## src/rtl/setpoint_editor_pkg.sv

```systemverilog
// ----------------------------------------------------------------------------
// setpoint_editor_pkg
// Shared types and helpers for the setpoint editor.
//   state_t      : editor mode (VIEW = browsing committed values, EDIT = shadow edit)
//   event_t      : one decoded button event per cycle, after priority resolution
//   ns_to_cycles : converts a duration in ns into whole clock cycles
// ----------------------------------------------------------------------------
package setpoint_editor_pkg;

    typedef enum logic {
        VIEW,
        EDIT
    } state_t;

    typedef enum logic [2:0] {
        NONE,
        COMMIT,
        MODE,
        INC,
        DEC,
        NULL_EVT
    } event_t;

    function automatic longint ns_to_cycles(input longint ns, input longint period_ns);
        return ns / period_ns;
    endfunction

endpackage

```

## src/rtl/setpoint_editor_idle_timer.sv

```systemverilog
// ----------------------------------------------------------------------------
// setpoint_editor_idle_timer
// Saturating count of cycles since the last button pulse while editing.
// Optional feature macro: SETPOINT_EDITOR_ACCEL_EN (builds the repeat-gap
// comparison and its gap_elapsed output).
// Ports:
//   clk         : system clock
//   rst_n       : asynchronous active-low reset
//   clear       : any button pulse this cycle; restarts the count
//   run         : count only while editing; held at zero otherwise
//   gap_elapsed : (accel build) count has reached the repeat-gap length
//   timeout_hit : count has reached the last cycle before an edit is abandoned
// ----------------------------------------------------------------------------
module setpoint_editor_idle_timer #(
`ifdef SETPOINT_EDITOR_ACCEL_EN
    parameter longint GAP_CYCLES     = 10,
`endif
    parameter longint TIMEOUT_CYCLES = 100
) (
    input  logic clk,
    input  logic rst_n,
    input  logic clear,
    input  logic run,
`ifdef SETPOINT_EDITOR_ACCEL_EN
    output logic gap_elapsed,
`endif
    output logic timeout_hit
);

    // Count must be able to represent both thresholds before saturating.
`ifdef SETPOINT_EDITOR_ACCEL_EN
    localparam longint CNT_MAX = (GAP_CYCLES > TIMEOUT_CYCLES) ? GAP_CYCLES : TIMEOUT_CYCLES;
`else
    localparam longint CNT_MAX = TIMEOUT_CYCLES;
`endif
    localparam int               CNT_W      = $clog2(CNT_MAX + 1);
    localparam logic [CNT_W-1:0] CNT_TOP    = CNT_W'(CNT_MAX);
    localparam logic [CNT_W-1:0] TIMEOUT_AT = CNT_W'(TIMEOUT_CYCLES - 1);

    logic [CNT_W-1:0] count_reg;

    always_ff @(posedge clk or negedge rst_n) begin
        if (!rst_n) begin
            count_reg <= '0;
        end else if (clear || !run) begin
            count_reg <= '0;
        end else if (count_reg != CNT_TOP) begin
            count_reg <= count_reg + 1'b1;
        end
    end

    assign timeout_hit = (count_reg >= TIMEOUT_AT);

`ifdef SETPOINT_EDITOR_ACCEL_EN
    assign gap_elapsed = (count_reg >= CNT_W'(GAP_CYCLES));
`endif

endmodule

```

## src/rtl/setpoint_editor.sv

```systemverilog
// ----------------------------------------------------------------------------
// setpoint_editor
// Turns debounced single-cycle button pulses into a bank of committed
// setpoints. mode selects a parameter (VIEW) or abandons an edit (EDIT);
// plus/minus edit a shadow copy with saturation and hold-to-accelerate;
// button_4 commits the shadow; inactivity abandons the edit.
// Optional feature macro: SETPOINT_EDITOR_ACCEL_EN (large steps after a run of
// fast same-direction pulses; without it every step is STEP_SMALL).
// Ports:
//   clk_i, nReset_i                 : clock, asynchronous active-low reset
//   mode_i/minus_i/plus_i/button_4_i: single-cycle button pulses
//   sel_o                           : selected parameter index
//   editing_o                       : high while editing
//   display_value_o                 : shadow while editing, else committed value
//   params_o                        : committed setpoints, index i at [i*VW +: VW]
//   commit_o / timeout_o            : one-cycle pulses on commit / idle cancel
// ----------------------------------------------------------------------------
module setpoint_editor
    import setpoint_editor_pkg::*;
#(
    parameter int     CLOCK_PERIOD_NS = 20,
    parameter int     NUMBER_PARAMS   = 4,
    parameter int     VALUE_WIDTH     = 12,
    parameter int     MIN_VALUE       = 0,
    parameter int     MAX_VALUE       = 4095,
    parameter int     DEFAULT_VALUE   = 0,
    parameter int     STEP_SMALL      = 1,
    parameter int     STEP_LARGE      = 10,
    parameter int     ACCEL_AFTER     = 8,
    parameter longint ACCEL_GAP_NS    = 64'd200_000_000,
    parameter longint EDIT_TIMEOUT_NS = 64'd5_000_000_000
) (
    input  logic                                 clk_i,
    input  logic                                 nReset_i,
    input  logic                                 mode_i,
    input  logic                                 minus_i,
    input  logic                                 plus_i,
    input  logic                                 button_4_i,
    output logic [$clog2(NUMBER_PARAMS)-1:0]     sel_o,
    output logic                                 editing_o,
    output logic [VALUE_WIDTH-1:0]               display_value_o,
    output logic [NUMBER_PARAMS*VALUE_WIDTH-1:0] params_o,
    output logic                                 commit_o,
    output logic                                 timeout_o
);

    localparam int               SEL_W     = $clog2(NUMBER_PARAMS);
    localparam int               VW        = VALUE_WIDTH;
    localparam int               EW        = VALUE_WIDTH + 1;
    localparam logic [EW-1:0]    MIN_EXT   = EW'(MIN_VALUE);
    localparam logic [EW-1:0]    MAX_EXT   = EW'(MAX_VALUE);
    localparam logic [EW-1:0]    SMALL_EXT = EW'(STEP_SMALL);
    localparam logic [SEL_W-1:0] SEL_LAST  = SEL_W'(NUMBER_PARAMS - 1);
    localparam longint TIMEOUT_CYCLES = ns_to_cycles(EDIT_TIMEOUT_NS, longint'(CLOCK_PERIOD_NS));

    // Reject parameter sets that would make saturation or timing meaningless.
    if (NUMBER_PARAMS < 2 || MIN_VALUE >= MAX_VALUE || MAX_VALUE >= (1 << VW) ||
        DEFAULT_VALUE < MIN_VALUE || DEFAULT_VALUE > MAX_VALUE ||
        STEP_SMALL < 1 || STEP_LARGE < STEP_SMALL || ACCEL_AFTER < 1 ||
        ACCEL_GAP_NS < CLOCK_PERIOD_NS || TIMEOUT_CYCLES < 2) begin : g_cfg_check
        $error("setpoint_editor: inconsistent parameter set");
    end

    state_t              state_reg, state_next;
    event_t              evt;
    logic [SEL_W-1:0]    sel_reg;
    logic [VW-1:0]       shadow_reg, stepped, base, cur_param;
    logic [NUMBER_PARAMS*VW-1:0] params_flat;
    logic                commit_reg, timeout_reg;
    logic                in_edit, any_pulse, is_step, timeout_hit, timeout_evt, commit_en;
    logic [EW-1:0]       step_ext, sum_ext, diff_ext, floor_ext;

    // Priority: button_4 > mode > plus/minus; plus+minus together is a null event.
    always_comb begin
        evt = NONE;
        if (button_4_i)                evt = COMMIT;
        else if (mode_i)               evt = MODE;
        else if (plus_i && minus_i)    evt = NULL_EVT;
        else if (plus_i)               evt = INC;
        else if (minus_i)              evt = DEC;
    end

    assign in_edit     = (state_reg == EDIT);
    assign any_pulse   = mode_i | minus_i | plus_i | button_4_i;
    assign is_step     = (evt == INC) || (evt == DEC);
    // A pulse in the expiry cycle keeps the edit alive.
    assign timeout_evt = in_edit && timeout_hit && (evt == NONE);
    assign commit_en   = in_edit && (evt == COMMIT);

`ifdef SETPOINT_EDITOR_ACCEL_EN
    localparam longint        GAP_CYCLES = ns_to_cycles(ACCEL_GAP_NS, longint'(CLOCK_PERIOD_NS));
    localparam logic [EW-1:0] LARGE_EXT  = EW'(STEP_LARGE);
    localparam int            REP_W      = $clog2(ACCEL_AFTER + 2);
    localparam logic [REP_W-1:0] REP_MAX = REP_W'(ACCEL_AFTER + 1);
    localparam logic [REP_W-1:0] REP_THR = REP_W'(ACCEL_AFTER);

    logic [REP_W-1:0] rep_reg, rep_next;
    logic             dir_up_reg, gap_elapsed;

    // Entering EDIT always starts a fresh run; a null event breaks the run.
    always_comb begin
        rep_next = rep_reg;
        if (is_step) begin
            if (in_edit && ((evt == INC) == dir_up_reg) && !gap_elapsed)
                rep_next = (rep_reg == REP_MAX) ? rep_reg : rep_reg + 1'b1;
            else
                rep_next = REP_W'(1);
        end else if (evt == NULL_EVT) begin
            rep_next = '0;
        end
    end

    assign step_ext = (rep_next > REP_THR) ? LARGE_EXT : SMALL_EXT;

    always_ff @(posedge clk_i or negedge nReset_i) begin
        if (!nReset_i) begin
            rep_reg    <= '0;
            dir_up_reg <= 1'b0;
        end else begin
            rep_reg <= rep_next;
            if (is_step) dir_up_reg <= (evt == INC);
        end
    end
`else
    assign step_ext = SMALL_EXT;
`endif

    setpoint_editor_idle_timer #(
`ifdef SETPOINT_EDITOR_ACCEL_EN
        .GAP_CYCLES     (GAP_CYCLES),
`endif
        .TIMEOUT_CYCLES (TIMEOUT_CYCLES)
    ) u_idle_timer (
        .clk         (clk_i),
        .rst_n       (nReset_i),
        .clear       (any_pulse),
        .run         (in_edit),
`ifdef SETPOINT_EDITOR_ACCEL_EN
        .gap_elapsed (gap_elapsed),
`endif
        .timeout_hit (timeout_hit)
    );

    // Saturating step, evaluated one bit wider so neither bound can wrap.
    assign cur_param = params_flat[int'(sel_reg) * VW +: VW];
    assign base      = in_edit ? shadow_reg : cur_param;
    assign sum_ext   = {1'b0, base} + step_ext;
    assign diff_ext  = {1'b0, base} - step_ext;
    assign floor_ext = MIN_EXT + step_ext;

    always_comb begin
        stepped = base;
        if (evt == INC)
            stepped = (sum_ext > MAX_EXT) ? MAX_EXT[VW-1:0] : sum_ext[VW-1:0];
        else if (evt == DEC)
            stepped = ({1'b0, base} < floor_ext) ? MIN_EXT[VW-1:0] : diff_ext[VW-1:0];
    end

    // FSM: state register
    always_ff @(posedge clk_i or negedge nReset_i) begin
        if (!nReset_i) state_reg <= VIEW;
        else           state_reg <= state_next;
    end

    // FSM: next state
    always_comb begin
        state_next = state_reg;
        case (state_reg)
            VIEW: if (is_step) state_next = EDIT;
            EDIT: if (evt == COMMIT || evt == MODE || timeout_evt) state_next = VIEW;
            default: state_next = VIEW;
        endcase
    end

    // FSM: outputs
    always_comb begin
        editing_o       = in_edit;
        display_value_o = in_edit ? shadow_reg : cur_param;
    end

    // Selection, shadow and event pulses
    always_ff @(posedge clk_i or negedge nReset_i) begin
        if (!nReset_i) begin
            sel_reg     <= '0;
            shadow_reg  <= VW'(DEFAULT_VALUE);
            commit_reg  <= 1'b0;
            timeout_reg <= 1'b0;
        end else begin
            commit_reg  <= commit_en;
            timeout_reg <= timeout_evt;
            if (!in_edit && evt == MODE)
                sel_reg <= (sel_reg == SEL_LAST) ? '0 : sel_reg + 1'b1;
            if (is_step)
                shadow_reg <= stepped;
        end
    end

    // Committed setpoint bank, one register per parameter
    for (genvar gi = 0; gi < NUMBER_PARAMS; gi++) begin : g_param
        logic [VW-1:0] value_reg;
        always_ff @(posedge clk_i or negedge nReset_i) begin
            if (!nReset_i)
                value_reg <= VW'(DEFAULT_VALUE);
            else if (commit_en && sel_reg == SEL_W'(gi))
                value_reg <= shadow_reg;
        end
        assign params_flat[gi*VW +: VW] = value_reg;
    end

    assign params_o  = params_flat;
    assign sel_o     = sel_reg;
    assign commit_o  = commit_reg;
    assign timeout_o = timeout_reg;

endmodule

```

## config.mk

```make
export PLATFORM = sky130hd
export DESIGN_NAME = setpoint_editor
export DESIGN_NICKNAME = d
export VERILOG_FILES = /design/src/rtl/setpoint_editor_pkg.sv /design/src/rtl/setpoint_editor_idle_timer.sv /design/src/rtl/setpoint_editor.sv
export SDC_FILE = /design/constraint.sdc
export NUM_CORES = 1
export LEC_CHECK = 0
export ABC_AREA = 1
export BUFFER_PORTS_ARGS = -buffer_cell sky130_fd_sc_hd__buf_4
export CAP_MARGIN = 5
export CORE_UTILIZATION = 58
export CTS_CLUSTER_DIAMETER = 80
export DETAILED_ROUTE_END_ITERATION = 7
export PLACE_DENSITY = 0.8
export SETUP_SLACK_MARGIN = 0.15
export SLEW_MARGIN = 30
export SYNTH_ARGS = -nofsm -noshare
export SYNTH_HDL_FRONTEND = slang
export SYNTH_SLANG_ARGS = --single-unit
export TNS_END_PERCENT = 30
```

## constraint.sdc

```tcl
create_clock -name clk_i -period 3.1 [get_ports clk_i]
set_input_delay 0.31 -clock clk_i [delete_from_list [all_inputs] [get_ports clk_i]]
set_output_delay 0.31 -clock clk_i [all_outputs]
set_load 0.01 [all_outputs]
```

==> flow_results.xml, run 1 <==
<?xml version="1.0" encoding="UTF-8"?>
<metrics>
  <group name="synthesis">
    <metric name="flip_flop_and_latch_count_after_synthesis" unit="">93</metric>
    <metric name="syn_avg_cell_area" unit="µm²">7.28</metric>
    <metric name="ys_types" unit="">44</metric>
    <metric name="yosys_most_used_dff" unit="">dfrtp_1</metric>
    <metric name="synth_top_area_cell" unit="">dfrtp_1</metric>
    <metric name="synth-warning-count" unit="">0</metric>
    <metric name="post_synthesis_instance_area" unit="µm²">5500</metric>
    <metric name="synth-edff-count" unit="">0</metric>
    <metric name="synthesized_netlist_net_count" unit="">771</metric>
    <metric name="synth.top_cell.area_share" unit="">0.423</metric>
    <metric name="synthesis.instances" unit="">756</metric>
    <metric name="asr_flop_ratio_synth" unit="">1.00</metric>
    <metric name="synthTopCellsByArea" unit="">dfrtp_1 (42%), nand2_1 (15%), o21ai_0 (7.5%)</metric>
    <metric name="synth.most_common_cell" unit="">nand2_1</metric>
    <metric name="netlist_top_cells_count" unit="">nand2_1 (220), dfrtp_1 (93), inv_1 (92)</metric>
    <metric name="ys_seq_area_frac" unit="">0.423</metric>
  </group>
  <group name="min_path">
    <metric name="min_path_type" unit="">input port to asynchronous set/reset pin</metric>
  </group>
  <group name="die">
    <metric name="floorplan.initialDensity" unit="">0.598</metric>
    <metric name="ios" unit="">71</metric>
    <metric name="rows" unit="">35</metric>
    <metric name="die-area" unit="µm²">9880</metric>
    <metric name="chipHeight" unit="µm">99.4</metric>
    <metric name="chipWidth" unit="µm">99.4</metric>
    <metric name="core_region_area" unit="µm²">9200</metric>
  </group>
  <group name="finish">
    <metric name="final_net_count" unit="">835</metric>
    <metric name="layoutNonFillerInstCount" unit="">936</metric>
    <metric name="syn2layout_area_growth" unit="%">14.3</metric>
    <metric name="largest_register_ffs" unit="">48</metric>
    <metric name="layout.filler_cells" unit="">800</metric>
    <metric name="diodes" unit="">0</metric>
    <metric name="final_layout_size_suffix_gt1_frac" unit="">0.166</metric>
  </group>
  <group name="sta">
    <metric name="hold-worst-slack" unit="ns">-0.00788</metric>
    <metric name="worst_clock_skew" unit="ns">0.0217</metric>
    <metric name="rsz0062_at_grt" unit="">no</metric>
    <metric name="setup_viol_count_final" unit="">0</metric>
    <metric name="slew_headroom" unit="">0.463</metric>
    <metric name="period_share" unit="">0.828</metric>
    <metric name="clock.fmax" unit="MHz">390</metric>
    <metric name="worst_pin_slew" unit="ns">0.803</metric>
    <metric name="finalMaxSlewViolations" unit="">0</metric>
    <metric name="hold_violations" unit="">5</metric>
    <metric name="final.setup.tns" unit="ns">0</metric>
    <metric name="period_needed" unit="ns">2.57</metric>
  </group>
  <group name="clock_network">
    <metric name="clock_sinks" unit="">93</metric>
    <metric name="cts_tree" unit="">built</metric>
    <metric name="cts_inserted_buffers" unit="">9</metric>
    <metric name="cts_buffer_depth" unit="">2</metric>
    <metric name="clk-insertion-delay-late" unit="ns">0.38</metric>
    <metric name="clk_root_buffer_cell" unit="">clkbuf_8</metric>
    <metric name="post_cts.resized_instances" unit="">0</metric>
    <metric name="postCtsSetupRepairBufs" unit="">0</metric>
    <metric name="cts_htree_levels" unit="">3</metric>
    <metric name="clk_transition_reported_paths" unit="ns">0.12</metric>
    <metric name="cts_hold_buffers_added" unit="">0</metric>
  </group>
  <group name="status">
    <metric name="failed_checks" unit="">negative hold slack</metric>
    <metric name="run_status" unit="">finished, violations left</metric>
  </group>
  <group name="grt">
    <metric name="grt_max_degree" unit="">63</metric>
    <metric name="gr-total-overflow" unit="">0</metric>
    <metric name="first_global_vias" unit="">4714</metric>
    <metric name="grt.total_usage" unit="">0.302</metric>
    <metric name="grt_first_pass_wirelength" unit="µm">23300</metric>
    <metric name="antenna_found_initial" unit="">0</metric>
  </group>
  <group name="setup_path">
    <metric name="timing.critical_path.from" unit="">sel_o[0]</metric>
    <metric name="cp-start-kind" unit="">flip-flop</metric>
    <metric name="timing_worst_setup_path_type" unit="">flip-flop to flip-flop</metric>
    <metric name="rrSetupSlack" unit="ns">0.53</metric>
    <metric name="crit-reg2reg-launch" unit="">sel_o[0]</metric>
    <metric name="cp-endpoint" unit="">shadow_reg[6]</metric>
    <metric name="worst_r2r_endpoint" unit="">shadow_reg[6]</metric>
    <metric name="worst_ep_required_time" unit="ns">3.35</metric>
    <metric name="worst_r2r_path_depth" unit="">13</metric>
    <metric name="critical_path.max_fanout" unit="">29</metric>
    <metric name="worst_setup_path_end_kind" unit="">flip-flop</metric>
    <metric name="cp_data_arrival_time" unit="ns">2.82</metric>
  </group>
  <group name="place">
    <metric name="io_buffers" unit="">70</metric>
    <metric name="place_congestion" unit="">1.01</metric>
    <metric name="dp_hpwl" unit="µm">10600</metric>
    <metric name="place.detailed.instances" unit="">920</metric>
  </group>
  <group name="power">
    <metric name="peakVddDrop" unit="mV">0.429</metric>
    <metric name="comb_power_share" unit="">0.518</metric>
    <metric name="power.static_leakage" unit="nW">3.17</metric>
    <metric name="power_frac_seq" unit="">0.334</metric>
    <metric name="switching_share" unit="">0.470</metric>
    <metric name="p_clk_frac" unit="">0.148</metric>
    <metric name="netSwitchingPower" unit="mW">2.61</metric>
    <metric name="power_per_cell_area" unit="nW/µm²">884</metric>
    <metric name="cell_internal_pwr" unit="mW">2.95</metric>
  </group>
  <group name="detailed_routing">
    <metric name="first_iter_violations" unit="">404</metric>
    <metric name="drt_first_pass_iters" unit="">5</metric>
    <metric name="drc" unit="">0</metric>
    <metric name="drt_wl_total" unit="µm">14300</metric>
    <metric name="post_drt_wl_per_cell" unit="µm">15.3</metric>
    <metric name="route.antenna.remaining_nets" unit="">0</metric>
    <metric name="num_vias" unit="">5250</metric>
    <metric name="detail_route.vias_per_cell" unit="">5.61</metric>
  </group>
  <group name="job">
    <metric name="max_cap_violations" unit="">0</metric>
  </group>
</metrics>
## final cells by class
cell class / instances / area, µm² / area share
Clock buffer: 9 / 124 / 0.0197
Tap cell: 111 / 139 / 0.0221
Clock inverter: 7 / 76.3 / 0.0121
Inverter: 98 / 370 / 0.0589
Timing Repair Buffer: 77 / 582 / 0.0925
Multi-Input combinational cell: 541 / 2670 / 0.425
Sequential cell: 93 / 2330 / 0.370
## power groups by stage
stage               clock, mW  combinational, mW  sequential (mW)
finish                  0.824               2.88             1.86
floorplan                   0               1.71             1.91
global placement            0               2.81             1.86
detailed placement          0               2.85             1.87
CTS                     0.839               2.86             1.85
global route            0.886               3.22             1.89
## worst min-delay path by stage
stage	start	endpoint	slack, ns	depth (start not counted)
final	nReset_i	g_param[0].value_reg[6]	-0.008	1
after detailed placement	nReset_i	g_param[0].value_reg[6]	0.45	1
after CTS	nReset_i	g_param[0].value_reg[6]	0.03	1
after floorplan	nReset_i	commit_o	0.01	0
after global routing	nReset_i	u_idle_timer.count_reg[0]	0.05	1
after global placement	nReset_i	u_idle_timer.count_reg[1]	0.44	1
## cells by family (layout without fill, tap and decap cells)
kind of cell	count (synthesis)	after routing	synth area share
and+or+nand+nor	389	389	0.315
AOI/OAI and AO/OA	134	134	0.134
buffers and inverters	122	191	0.0932
DFF	93	93	0.423
adders and majority gates	9	9	0.0205
xor gates and xnor gates	9	9	0.0143
## metrics by stage
step / power, mW / setup slack (ns) / utilization / area, µm²
after detailed placement: 4.72 / 0.453 / 0.661 / 6080
after CTS: 5.55 / 0.440 / 0.683 / 6280
after floorplan: 3.63 / 0.667 / - / 5500
final: 5.56 / 0.533 / 0.684 / 6290
after global placement: 4.67 / 0.535 / 0.661 / 6080
after global routing: 6.00 / 0.224 / 0.684 / 6290
## placed cells by master (no fill, tap or decap), drive strengths merged, types with 2 or more instances in the layout
master	instances
o21a	2
a22oi	6
inv	101
o21bai	2
nand3	57
xor2	8
nand4	6
nand2	234
a31oi	2
o22ai	2
buf	77
nor4	5
a21oi	27
dfrtp	93
o21ai	88
clkinv	4
nor2	70
nor3	15
ha	9
clkbuf	9
## per-layer routing
metal / share of wire / track usage / vias up
met5: 0 / 0 / -
met4: 0.013 / 0.0781 / 0
met3: 0.081 / 0.0604 / 17
met2: 0.46 / 0.472 / 221
met1: 0.45 / 0.431 / 2465
li1: - / - / 2547
## critical path, stage by stage, from the launching register on
cell and delay [ns]:
dfrtp_1 0.41, buf_6 0.24, nand2_1 0.10, nand3_1 0.09
nand2_1 0.10, o21ai_2 0.25, ha_1 0.24, nand3_1 0.12
nor2_1 0.26, nand3_2 0.16, nand2_1 0.14, inv_2 0.10
a22oi_1 0.18, nand2_1 0.07
(Power assumes the default switching activity.)
==> inputs of run 2 (changes only) <==
Settings changed: CORE_UTILIZATION 58 to 53, PLACE_DENSITY 0.8 to 0.77.
Clock period 3.1 ns to 2.3 ns, I/O delays scaled along.
==> flow_results.xml, run 2 (synthesis gave the netlist of run 1 again) <==
<?xml version="1.0" encoding="UTF-8"?>
<metrics>
  <group name="place">
    <metric name="io_buffers" unit="">70</metric>
    <metric name="place_congestion" unit="">0.951</metric>
    <metric name="dp_hpwl" unit="µm">11400</metric>
    <metric name="post_dp_cell_area" unit="µm²">6450</metric>
    <metric name="preCtsSetupSlack" unit="ns">-0.0947</metric>
    <metric name="place.detailed.instances" unit="">980</metric>
  </group>
  <group name="die">
    <metric name="chipWidth" unit="µm">104</metric>
    <metric name="floorplan.initialDensity" unit="">0.555</metric>
    <metric name="core_region_area" unit="µm²">9910</metric>
    <metric name="ios" unit="">71</metric>
    <metric name="die-area" unit="µm²">10800</metric>
    <metric name="chipHeight" unit="µm">104</metric>
    <metric name="rows" unit="">36</metric>
  </group>
  <group name="finish">
    <metric name="multi_input_area" unit="µm²">3100</metric>
    <metric name="area.sequential" unit="µm²">2330</metric>
    <metric name="design_area" unit="µm²">7240</metric>
    <metric name="largest_register_ffs" unit="">48</metric>
    <metric name="final_layout_size_suffix_gt1_frac" unit="">0.306</metric>
    <metric name="diodes" unit="">0</metric>
    <metric name="layoutNonFillerInstCount" unit="">1014</metric>
    <metric name="mostFrequentLayoutCell" unit="">nand2_1</metric>
    <metric name="syn2layout_area_growth" unit="%">31.6</metric>
    <metric name="final_util" unit="">0.731</metric>
    <metric name="final_net_count" unit="">891</metric>
    <metric name="layout_common_cells" unit="">nand2_1 (184), buf_4 (124), dfrtp_1 (92)</metric>
    <metric name="layout.filler_cells" unit="">741</metric>
  </group>
  <group name="min_path">
    <metric name="hold_critical_path_depth" unit="">4</metric>
    <metric name="worstHoldStart" unit="">button_4_i</metric>
    <metric name="min_path_type" unit="">input port to flip-flop</metric>
    <metric name="whs_endpoint" unit="">sel_o[0]</metric>
  </group>
  <group name="power">
    <metric name="power.static_leakage" unit="nW">3.54</metric>
    <metric name="power_per_cell_area" unit="nW/µm²">1280</metric>
    <metric name="peakVddDrop" unit="mV">0.648</metric>
    <metric name="power.total" unit="mW">9.24</metric>
  </group>
  <group name="detailed_routing">
    <metric name="met1Wirelength" unit="µm">7100</metric>
    <metric name="drc" unit="">0</metric>
    <metric name="first_iter_violations" unit="">528</metric>
    <metric name="drt_wl_total" unit="µm">16700</metric>
    <metric name="route.antenna.remaining_nets" unit="">0</metric>
    <metric name="num_vias" unit="">5703</metric>
    <metric name="route.met3.wl" unit="µm">1380</metric>
    <metric name="post_drt_wl_per_cell" unit="µm">16.5</metric>
    <metric name="drt_first_pass_iters" unit="">5</metric>
    <metric name="highest_metal_layer_with_signal_wires" unit="">met4</metric>
    <metric name="wl_met2" unit="µm">7780</metric>
    <metric name="detail_route.vias_per_cell" unit="">5.62</metric>
  </group>
  <group name="sta">
    <metric name="slew_headroom" unit="">0.494</metric>
    <metric name="clock.fmax" unit="MHz">405</metric>
    <metric name="worst_pin_slew" unit="ns">0.757</metric>
    <metric name="hold-worst-slack" unit="ns">0.176</metric>
    <metric name="period_share" unit="">1.07</metric>
    <metric name="setup_viol_count_final" unit="">12</metric>
    <metric name="post-route-worst-setup-slack" unit="ns">-0.168</metric>
    <metric name="final.setup.tns" unit="ns">-1.65</metric>
    <metric name="rsz0062_at_grt" unit="">yes</metric>
    <metric name="hold_violations" unit="">0</metric>
    <metric name="finalMaxSlewViolations" unit="">0</metric>
    <metric name="period_needed" unit="ns">2.47</metric>
    <metric name="worst_clock_skew" unit="ns">0.0113</metric>
  </group>
  <group name="clock_network">
    <metric name="clk_transition_reported_paths" unit="ns">0.09</metric>
    <metric name="cts_buffer_depth" unit="">2</metric>
    <metric name="cts_tree" unit="">built</metric>
    <metric name="clock_sinks" unit="">93</metric>
    <metric name="cts_inserted_buffers" unit="">9</metric>
    <metric name="clk_root_buffer_cell" unit="">clkbuf_8</metric>
    <metric name="clk-insertion-delay-late" unit="ns">0.38</metric>
    <metric name="cts_htree_levels" unit="">3</metric>
  </group>
  <group name="grt">
    <metric name="first_global_vias" unit="">5308</metric>
    <metric name="grt.total_usage" unit="">0.311</metric>
    <metric name="grt_max_degree" unit="">60</metric>
    <metric name="gr-total-overflow" unit="">0</metric>
    <metric name="grt_first_pass_wirelength" unit="µm">26700</metric>
    <metric name="antenna_found_initial" unit="">0</metric>
  </group>
  <group name="setup_path">
    <metric name="timing_worst_setup_path_type" unit="">flip-flop to flip-flop</metric>
    <metric name="cp-start-kind" unit="">flip-flop</metric>
    <metric name="cp_data_arrival_time" unit="ns">2.73</metric>
    <metric name="worst_r2r_path_depth" unit="">18</metric>
    <metric name="worst_r2r_endpoint" unit="">shadow_reg[6]</metric>
    <metric name="critical_path.max_fanout" unit="">7</metric>
    <metric name="worst_setup_path_end_kind" unit="">flip-flop</metric>
    <metric name="crit-reg2reg-launch" unit="">sel_o[0]</metric>
    <metric name="worst_ep_required_time" unit="ns">2.57</metric>
    <metric name="rrSetupSlack" unit="ns">-0.17</metric>
  </group>
  <group name="job">
    <metric name="max_cap_violations" unit="">0</metric>
  </group>
  <group name="status">
    <metric name="run_status" unit="">finished, violations left</metric>
    <metric name="failed_checks" unit="">negative setup slack</metric>
  </group>
</metrics>
[run 2: changes by cell type in the layout (fill, tap and decap cells not counted), sizes merged]
cell and delta:
buf +53, clkbuf +2, clkinv -2, clkinvlp +2, bufinv +1, dlygate4sd3 +1
inv -1
[run 2: cell type report]
type | count | share of cell area
clock buffers | 11 | 0.0195
clock inverters | 5 | 0.00812
inverters | 98 | 0.0525
multi-input cells | 541 | 0.428
flip-flops and latches | 93 | 0.322
well taps | 133 | 0.0230
repair buffers | 131 | 0.145
repair inverters | 2 | 0.00242
[run 2: critical path: stages, from the launching register on]
cell	delay, ns
dfrtp_2	0.47
buf_12	0.14
buf_16	0.13
nand2_1	0.09
nand3_2	0.11
nand2_2	0.08
nand2_2	0.07
nand2_2	0.13
nand2_2	0.09
nor2_4	0.26
nand3_2	0.10
nand2_1	0.08
nand2_2	0.07
nand2_2	0.08
nor2_4	0.04
nand2_4	0.10
nand2_4	0.09
o21ai_1	0.13
nand2_1	0.07
[run 2: where the power goes]
part	internal [mW]	switching, mW
Combinational	2.32	3.22
Clock	0.535	0.607
Sequential	2.08	0.475
[run 2: worst max-delay path by stage]
stage / startpoint / endpoint / slack (ns) / cells past startpoint
floorplan: sel_o[0] / shadow_reg[3] / -0.008 / 20
global placement: sel_o[0] / shadow_reg[3] / -0.05 / 17
detailed placement: sel_o[0] / shadow_reg[3] / -0.09 / 19
CTS: sel_o[0] / shadow_reg[0] / 0.0004 / 19
global route: sel_o[0] / shadow_reg[3] / -0.30 / 18
finish: sel_o[0] / shadow_reg[6] / -0.17 / 18
[run 2: layer usage]
metal	track usage	vias to the layer above
met3	0.0508	49
met4	0.126	0
li1	-	2668
met5	0	-
met1	0.432	2690
met2	0.486	296
[run 2: repair_timing]
action	in CTS	in global routing
hold buffers	1	0
gates cloned	3	0
endpoints found under the setup margin	16	28
pin swaps	17	18
resized for setup	64	44
buffers inserted	10	4
endpoints found under the hold margin	56	0
==> inputs of run 3 (changes only) <==
Settings changed: SETUP_SLACK_MARGIN 0.15 to default.
==> flow_results.xml, run 3 (synthesis gave the netlist of run 1 again) <==
<?xml version="1.0" encoding="UTF-8"?>
<metrics>
  <group name="sta">
    <metric name="slew_headroom" unit="">0.491</metric>
    <metric name="post-route-worst-setup-slack" unit="ns">-0.114</metric>
    <metric name="worst_clock_skew" unit="ns">0.0145</metric>
    <metric name="period_needed" unit="ns">2.41</metric>
    <metric name="period_share" unit="">1.05</metric>
    <metric name="finalMaxSlewViolations" unit="">0</metric>
    <metric name="worst_pin_slew" unit="ns">0.761</metric>
    <metric name="clock.fmax" unit="MHz">414</metric>
    <metric name="hold_violations" unit="">0</metric>
    <metric name="setup_viol_count_final" unit="">12</metric>
    <metric name="rsz0062_at_grt" unit="">yes</metric>
  </group>
  <group name="finish">
    <metric name="layout_common_cells" unit="">nand2_1 (197), buf_4 (123), dfrtp_1 (92)</metric>
    <metric name="area.sequential" unit="µm²">2330</metric>
    <metric name="layoutNonFillerInstCount" unit="">1010</metric>
    <metric name="layout.filler_cells" unit="">780</metric>
    <metric name="final_layout_size_suffix_gt1_frac" unit="">0.282</metric>
    <metric name="design_area" unit="µm²">7090</metric>
    <metric name="mostFrequentLayoutCell" unit="">nand2_1</metric>
    <metric name="multi_input_area" unit="µm²">3000</metric>
    <metric name="diodes" unit="">0</metric>
    <metric name="final_net_count" unit="">888</metric>
    <metric name="largest_register_ffs" unit="">48</metric>
    <metric name="syn2layout_area_growth" unit="%">28.8</metric>
  </group>
  <group name="setup_path">
    <metric name="cp-start-kind" unit="">flip-flop</metric>
    <metric name="crit_top_cell" unit="">nand2_1</metric>
    <metric name="crit_path_top_delay_cell" unit="">dfrtp_1</metric>
    <metric name="worst_setup_path_end_kind" unit="">flip-flop</metric>
    <metric name="critical_path.max_fanout" unit="">7</metric>
    <metric name="cp_data_arrival_time" unit="ns">2.66</metric>
    <metric name="timing_worst_setup_path_type" unit="">flip-flop to flip-flop</metric>
    <metric name="crit_chain" unit="">buf_4 -&gt; buf_2 -&gt; nand2_1 -&gt; nand3_2 -&gt; nand2_1 -&gt; nand2_2 -&gt; nand2_2 -&gt; nand2_2 -&gt; nor2_4 -&gt; nand3_1 -&gt; nand2_1 -&gt; nand2_2 -&gt; nand2_1 -&gt; nor2_2 -&gt; nand2_4 -&gt; nand2_4 -&gt; o21ai_1 -&gt; nand2_1</metric>
    <metric name="worst_ep_required_time" unit="ns">2.55</metric>
    <metric name="crit_path_max_incr_delay" unit="ns">0.43</metric>
  </group>
  <group name="detailed_routing">
    <metric name="drc" unit="">0</metric>
    <metric name="first_iter_violations" unit="">368</metric>
    <metric name="detail_route.vias_per_cell" unit="">5.55</metric>
    <metric name="drt_wl_total" unit="µm">15800</metric>
    <metric name="post_drt_wl_per_cell" unit="µm">15.7</metric>
    <metric name="drt_first_pass_iters" unit="">5</metric>
    <metric name="num_vias" unit="">5609</metric>
    <metric name="route.antenna.remaining_nets" unit="">0</metric>
  </group>
  <group name="grt">
    <metric name="grt_first_pass_wirelength" unit="µm">25200</metric>
    <metric name="gr-total-overflow" unit="">0</metric>
    <metric name="grt.total_usage" unit="">0.290</metric>
    <metric name="grt_max_degree" unit="">43</metric>
    <metric name="first_global_vias" unit="">5065</metric>
    <metric name="antenna_found_initial" unit="">0</metric>
  </group>
  <group name="place">
    <metric name="dp_hpwl" unit="µm">11500</metric>
    <metric name="place_congestion" unit="">0.937</metric>
    <metric name="io_buffers" unit="">70</metric>
    <metric name="post_dp_cell_area" unit="µm²">6440</metric>
    <metric name="place.detailed.instances" unit="">978</metric>
  </group>
  <group name="status">
    <metric name="run_status" unit="">finished, violations left</metric>
    <metric name="failed_checks" unit="">negative setup slack</metric>
  </group>
  <group name="clock_network">
    <metric name="cts_buffer_depth" unit="">2</metric>
    <metric name="clk_transition_reported_paths" unit="ns">0.10</metric>
    <metric name="cts_tree" unit="">built</metric>
    <metric name="cts_inserted_buffers" unit="">9</metric>
    <metric name="clk-insertion-delay-late" unit="ns">0.37</metric>
    <metric name="cts_htree_levels" unit="">3</metric>
    <metric name="clock_sinks" unit="">93</metric>
    <metric name="clk_root_buffer_cell" unit="">clkbuf_8</metric>
  </group>
  <group name="die">
    <metric name="rows" unit="">36</metric>
    <metric name="chipWidth" unit="µm">104</metric>
    <metric name="ios" unit="">71</metric>
    <metric name="core_region_area" unit="µm²">9910</metric>
    <metric name="die-area" unit="µm²">10800</metric>
    <metric name="floorplan.initialDensity" unit="">0.555</metric>
    <metric name="chipHeight" unit="µm">104</metric>
  </group>
  <group name="power">
    <metric name="netSwitchingPower" unit="mW">4.02</metric>
    <metric name="cell_internal_pwr" unit="mW">4.81</metric>
    <metric name="p_clk_frac" unit="">0.138</metric>
    <metric name="switching_share" unit="">0.455</metric>
    <metric name="power_frac_seq" unit="">0.291</metric>
    <metric name="peakVddDrop" unit="mV">0.691</metric>
    <metric name="power.static_leakage" unit="nW">3.49</metric>
    <metric name="comb_power_share" unit="">0.570</metric>
    <metric name="power.total" unit="mW">8.83</metric>
    <metric name="power_per_cell_area" unit="nW/µm²">1240</metric>
  </group>
  <group name="min_path">
    <metric name="min_path_type" unit="">input port to flip-flop</metric>
  </group>
  <group name="job">
    <metric name="max_cap_violations" unit="">0</metric>
  </group>
</metrics>
## run 3: worst paths after layout
path	start	endpoint	cells past startpoint	slack, ns
setup / recovery	sel_o[0]	shadow_reg[7]	18	-0.11
hold / removal	button_4_i	sel_o[1]	4	0.18
setup reg to reg	sel_o[0]	shadow_reg[7]	18	-0.11
hold reg to reg	u_idle_timer.count_reg[22]	u_idle_timer.count_reg[22]	1	0.51
max in group asynchronous	nReset_i	u_idle_timer.count_reg[16]	3	1.29
min in group asynchronous	nReset_i	u_idle_timer.count_reg[10]	2	0.38
## run 3: layout make-up
| cell class | instances | area share |
|---|---|---|
| Multi-Input combinational cell | 541 | 0.423 |
| Sequential cell | 93 | 0.328 |
| Timing Repair Buffer | 129 | 0.141 |
| Inverter | 98 | 0.0529 |
| Tap cell | 133 | 0.0235 |
| Clock buffer | 10 | 0.0180 |
| Clock inverter | 5 | 0.0120 |
| Timing Repair inverter | 1 | 0.000882 |
## run 3: power by group through the flow
stage	registers [mW]	logic, mW	clock network, mW
2_1_floorplan	2.58	2.40	0
3_3_place_gp	2.56	4.28	0
3_5_place_dp	2.56	4.35	0
4_1_cts	2.54	4.55	1.22
5_1_grt	2.61	5.47	1.29
6_report	2.57	5.03	1.22
## run 3: through the flow
| stage | TNS (ns) | hold slack [ns] | worst slack (ns) | utilization |
|---|---|---|---|---|
| detailed placement | -0.162 | 0.246 | -0.0491 | 0.649 |
| global route | -2.84 | 0.219 | -0.234 | 0.715 |
| finish | -0.842 | 0.183 | -0.114 | 0.715 |
| floorplan | -0.0115 | -0.0656 | -0.00782 | - |
| global placement | -0.0259 | 0.227 | -0.0116 | 0.649 |
| CTS | 0 | 0.174 | 0.00102 | 0.683 |
## run 3: what timing repair did
action,in CTS,in global routing
hold buffers,1,0
hold endpoints to repair,34,0
setup buffers,4,10
gates resized for setup,17,61
cloned,1,1
setup endpoints to repair,11,15
pin swaps,6,25
## run 3: layer usage
layer | GRT usage | routed length [µm] | part of all wire | up-vias
li1 | - | - | - | 2667
met3 | 0.0395 | 1200 | 0.076 | 25
met4 | 0.0980 | 266 | 0.017 | 0
met1 | 0.425 | 7050 | 0.45 | 2653
met2 | 0.442 | 7320 | 0.46 | 264
met5 | 0 | 0 | 0 | -
## run 3: critical path, delay by kind of cell, from the launching register on
kind	cells	cell delay, ns
simple gates	15	1.43
flops	1	0.43
buf+inv	2	0.30
compound gates	1	0.13
